===== src/rtl/uff_pkg.sv =====
// Shared mode encodings and SR conflict policy for the universal flip-flop bank.
// Build option UFF_SR_SET_PRIORITY_EN: SR S=R=1 sets the bit instead of flagging it.
package uff_pkg;

  typedef logic [1:0] mode_t;

  localparam mode_t MODE_SR = 2'd0;
  localparam mode_t MODE_JK = 2'd1;
  localparam mode_t MODE_D  = 2'd2;
  localparam mode_t MODE_T  = 2'd3;

`ifdef UFF_SR_SET_PRIORITY_EN
  localparam bit SR_SET_PRIORITY = 1'b1;
`else
  localparam bit SR_SET_PRIORITY = 1'b0;
`endif

  // True when this bit would raise an illegal event on an enabled edge.
  function automatic logic sr_conflict(input mode_t m, input logic s, input logic r);
    return (m == MODE_SR) && s && r && !SR_SET_PRIORITY;
  endfunction

endpackage


===== src/rtl/uff_bit.sv =====
// One flip-flop bit with run-time SR/JK/D/T behaviour and an illegal-input flag.
// Latency: q and illegal update one edge after the inputs are sampled.
// Backpressure: none; En=0 holds q and clears illegal.
module uff_bit
  import uff_pkg::*;
(
  input  logic  Clk,
  input  logic  Rst,
  input  logic  En,
  input  mode_t Mode,
  input  logic  a,
  input  logic  b,
  input  logic  rst_val,
  output logic  q,
  output logic  illegal
);

  logic q_nxt;
  logic ill_nxt;

  always_comb begin
    q_nxt   = q;
    ill_nxt = sr_conflict(Mode, a, b);
    case (Mode)
      MODE_SR: begin
        if (a && b)      q_nxt = SR_SET_PRIORITY ? 1'b1 : q;
        else if (a)      q_nxt = 1'b1;
        else if (b)      q_nxt = 1'b0;
      end
      MODE_JK: begin
        case ({a, b})
          2'b10:   q_nxt = 1'b1;
          2'b01:   q_nxt = 1'b0;
          2'b11:   q_nxt = ~q;
          default: q_nxt = q;
        endcase
      end
      MODE_D:  q_nxt = a;
      default: q_nxt = a ? ~q : q;
    endcase
  end

  always_ff @(posedge Clk) begin
    if (Rst) begin
      q       <= rst_val;
      illegal <= 1'b0;
    end else if (En) begin
      q       <= q_nxt;
      illegal <= ill_nxt;
    end else begin
      illegal <= 1'b0;
    end
  end

endmodule


===== src/rtl/universal_ff_reg.sv =====
// WIDTH-bit register bank of run-time selectable SR/JK/D/T flops with illegal-SR tracking.
// Latency: all outputs registered, one edge; Qn is combinational from Q.
// Backpressure: none; En gates updates, ClrErr always honoured.
module universal_ff_reg
  import uff_pkg::*;
#(
  parameter int               WIDTH   = 4,
  parameter logic [WIDTH-1:0] RST_VAL = '0,
  parameter int               CNT_W   = 8
) (
  input  logic             Clk,
  input  logic             Rst,
  input  logic             En,
  input  mode_t            Mode,
  input  logic [WIDTH-1:0] A,
  input  logic [WIDTH-1:0] B,
  input  logic             ClrErr,
  output logic [WIDTH-1:0] Q,
  output logic [WIDTH-1:0] Qn,
  output logic [WIDTH-1:0] Illegal,
  output logic             IllegalSticky,
  output logic [CNT_W-1:0] IllegalCnt
);

  logic [WIDTH-1:0] conflict;
  logic             ill_evt;

  for (genvar i = 0; i < WIDTH; i++) begin : g_bit
    uff_bit u_bit (
      .Clk     (Clk),
      .Rst     (Rst),
      .En      (En),
      .Mode    (Mode),
      .a       (A[i]),
      .b       (B[i]),
      .rst_val (RST_VAL[i]),
      .q       (Q[i]),
      .illegal (Illegal[i])
    );
    assign conflict[i] = sr_conflict(Mode, A[i], B[i]);
  end

  // Event seen on this edge so sticky/count line up with the Illegal flags they report.
  assign ill_evt = En && (|conflict);
  assign Qn      = ~Q;

  always_ff @(posedge Clk) begin
    if (Rst) begin
      IllegalSticky <= 1'b0;
      IllegalCnt    <= '0;
    end else if (ClrErr) begin
      IllegalSticky <= ill_evt;
      IllegalCnt    <= ill_evt ? CNT_W'(1) : '0;
    end else if (ill_evt) begin
      IllegalSticky <= 1'b1;
      if (IllegalCnt != {CNT_W{1'b1}})
        IllegalCnt <= IllegalCnt + CNT_W'(1);
    end
  end

endmodule


===== config.mk =====
export PLATFORM = sky130hd
export DESIGN_NAME = universal_ff_reg
export DESIGN_NICKNAME = d
export VERILOG_FILES = /design/src/rtl/uff_pkg.sv /design/src/rtl/uff_bit.sv /design/src/rtl/universal_ff_reg.sv
export SDC_FILE = /design/constraint.sdc
export NUM_CORES = 1
export LEC_CHECK = 0
export BUFFER_PORTS_ARGS = -buffer_cell sky130_fd_sc_hd__clkbuf_2
export CAP_MARGIN = 10
export CELL_PAD_IN_SITES_DETAIL_PLACEMENT = 2
export CELL_PAD_IN_SITES_GLOBAL_PLACEMENT = 2
export CORE_MARGIN = 5
export CORE_UTILIZATION = 25
export DETAILED_ROUTE_END_ITERATION = 10
export GPL_TIMING_DRIVEN = 0
export PLACE_DENSITY_LB_ADDON = 0.1
export SYNTH_ARGS = -nofsm -noshare
export SYNTH_HDL_FRONTEND = slang
export SYNTH_HIERARCHICAL = 1
export SYNTH_SLANG_ARGS = --single-unit

===== constraint.sdc =====
create_clock -name Clk -period 1.5 [get_ports Clk]
set_input_delay 0.15 -clock Clk [delete_from_list [all_inputs] [get_ports Clk]]
set_output_delay 0.15 -clock Clk [all_outputs]
set_load 0.05 [all_outputs]

==> flow_summary.toml <==
[yosys]
synth_top_area_share = 0.258
synthesis.area_mm2 = 0.00101
synthFlopType = "dfxtp_1"
synth.top_cells.by_area = "dfxtp_1, edfxtp_1, a21oi_1"
ys_ff_latch = 17
syn-instance-count = 117
yosys_warnings = 6
ys_seq_area_frac = 0.378
synth_edf_count = 4
synth_top_area_cell = "dfxtp_1"
async_flop_share = 0
avgSynthCellArea_um2 = 8.61
synth_cell_types = 33

[floorplanning]
core_area_mm2 = 0.00394
io_pins = 35
die_w_um = 73.5
rows = 23
start_util = 0.255
die_h_um = 73.5
die-area_mm2 = 0.00540

[detailed_routing]
drt_wl_total_um = 3190
vias_per_cell = 5.15
vias = 1077
drt-wirelength-per-cell_um = 15.3
drtIter0Drc = 34
ant_nets = 0
post-route-drc-count = 0
first_pass_iters = 2

[setup_path]
cp_slowest_cell = "dfxtp_2"
worstPathArrival_ns = 1.54
worstPathCellList = "ha_2, nand3_2, buf_4, o311ai_0, o41ai_1"
startpoint_type = "register"
criticalPathCategory = "reg -> reg"
cp.required_ns = 1.63
crit_path_max_fanout = 5
cpPeakStageDelay_ns = 0.37
cp-end-kind = "register"

[timing]
fmax_mhz = 706
rsz0062_at_grt = "false"
finalHoldViolCount = 0
clock_skew_ns = 0.00550
setup_viol_count_final = 0
period_share = 0.944
whs_ns = 0.218
drv_slew = 0
period_minus_slack_ns = 1.42

[placement]
dpl-instance-area_mm2 = 0.00127
io_buffers = 34
place.detailed.hpwl_um = 2440
routabilityCongestion = 0.764

[cts]
cts_tree = "done"
cts_sinks = 17
clock-root-buffer = "clkbuf_8"
htree_levels = 1
path_clk_slew_ns = 0.07
insertion_delay_ns = 0.25
cts.hold.buffers_added = 0
cts_buffers = 3
clk_path_buf_depth = 2

[layout]
nNetsFinal = 175
regArea_um2 = 392
fill_cells = 441
n_antenna_cell = 0
syn_to_final_growth_pct = 32.7
utilization = 0.339
layout_commonest_cell = "clkbuf_2"
final_cell_mix = "clkbuf_2, nand2_1, a21oi_1"
fin_area_mm2 = 0.00134
drive_gt1_frac = 0.358
multi_input_area_um2 = 609

[power_and_ir_drop]
power_w = 0.00110
ir_drop_mv = 0.241
leakage_nw = 0.556
power_density_mw_per_mm2 = 824

[run_status]
outcome = "complete, no violations"

[global_route]
overflow = 0
antenna_found_initial = 0
grt_max_degree = 22
grt_pass1_wl_um = 5260
grt_pass1_vias = 1168
grt_usage = 0.125

[worst_hold_path]
hold_path_class = "in -> reg"

[job]
maxCapViolations = 0
-- sequential cells by signal, indices dropped and copies added (netlist names) --
signal	cells
IllegalSticky	1
IllegalCnt	8
g_bit.u_bit/q	4
g_bit.u_bit/illegal	4
-- report_power, final --
group	switching, W	internal, W	total [W]
Combinational	0.000178	0.0000722	0.000250
Sequential	0.0000132	0.000485	0.000498
Clock	0.000165	0.000189	0.000353
-- cells in the mapped netlist, drive strengths merged (2+ instances only) --
| library cell | number |
|---|---|
| a21oi | 13 |
| o311ai | 2 |
| dfxtp | 13 |
| nor3b | 6 |
| nand3 | 3 |
| o21bai | 4 |
| o31ai | 4 |
| a221oi | 4 |
| o211ai | 2 |
| nand4bb | 4 |
| nand4 | 2 |
| o41ai | 2 |
| nor2 | 4 |
| nand2 | 14 |
| edfxtp | 4 |
| buf | 2 |
| or4 | 2 |
| inv | 10 |
| a22o | 2 |
| or2 | 6 |
| mux2i | 4 |
-- worst max-delay path: cells and delay by family, from the launching register on --
kind / cells / cell delay [ns]
fa+ha+maj: 1 / 0.20
simple gates: 1 / 0.11
buf+inv: 1 / 0.17
compound gates: 2 / 0.44
flops: 1 / 0.37
-- logic make-up (layout without fill, tap and decap cells) --
family	count (synthesis)	in the layout	synth area share
other	1	4	0.00372
AO/OA/AOI/OAI	37	37	0.258
AND/OR/NAND/NOR	44	44	0.258
buffers and inverters	13	52	0.0497
multiplexers	4	4	0.0398
adder cells (fa/ha/maj)	1	1	0.0124
flip-flops	17	17	0.378
-- final timing paths --
path	from	end	slack (ns)	cells past startpoint
min	B[1]	g_bit[1].u_bit/illegal$_SDFF_PP0_	0.22	3
max	IllegalCnt[1]$_SDFFE_PP0P_	IllegalCnt[4]$_SDFFE_PP0P_	0.08	5
max reg2reg	IllegalCnt[1]$_SDFFE_PP0P_	IllegalCnt[4]$_SDFFE_PP0P_	0.08	5
min reg2reg	IllegalCnt[6]$_SDFFE_PP0P_	IllegalCnt[6]$_SDFFE_PP0P_	0.47	1
-- through the flow --
stage	TNS [ns]	setup WS, ns	instances
floorplan	0	0.0123	120
global placement	-0.0866	-0.0866	204
detailed placement	-0.230	-0.133	204
CTS	0	0.0369	209
global route	0	0.00895	209
finish	0	0.0844	209
-- cell type report --
| type | instances | share of cell area |
|---|---|---|
| Timing Repair Buffer | 35 | 0.133 |
| Clock buffer | 4 | 0.0337 |
| Sequential cell | 17 | 0.293 |
| Tap cell | 50 | 0.0468 |
| Multi-Input combinational cell | 90 | 0.456 |
| Buffer | 2 | 0.00655 |
| Inverter | 11 | 0.0309 |
-- per-layer routing --
metal | up-vias | routed length, µm | global-route usage
met1 | 530 | 1360 | 0.143
met4 | 0 | 36 | 0.0503
li1 | 520 | - | -
met2 | 23 | 1650 | 0.227
met5 | - | 0 | 0
met3 | 4 | 144 | 0.0219
-- timing repair --
action | 4_1_cts | 5_1_grt
cloned | 0 | 0
buffers inserted | 1 | 0
endpoints found under the setup margin | 1 | 2
resized for setup | 0 | 4
pin swaps | 1 | 1
Power figures use the tool's default switching activity.
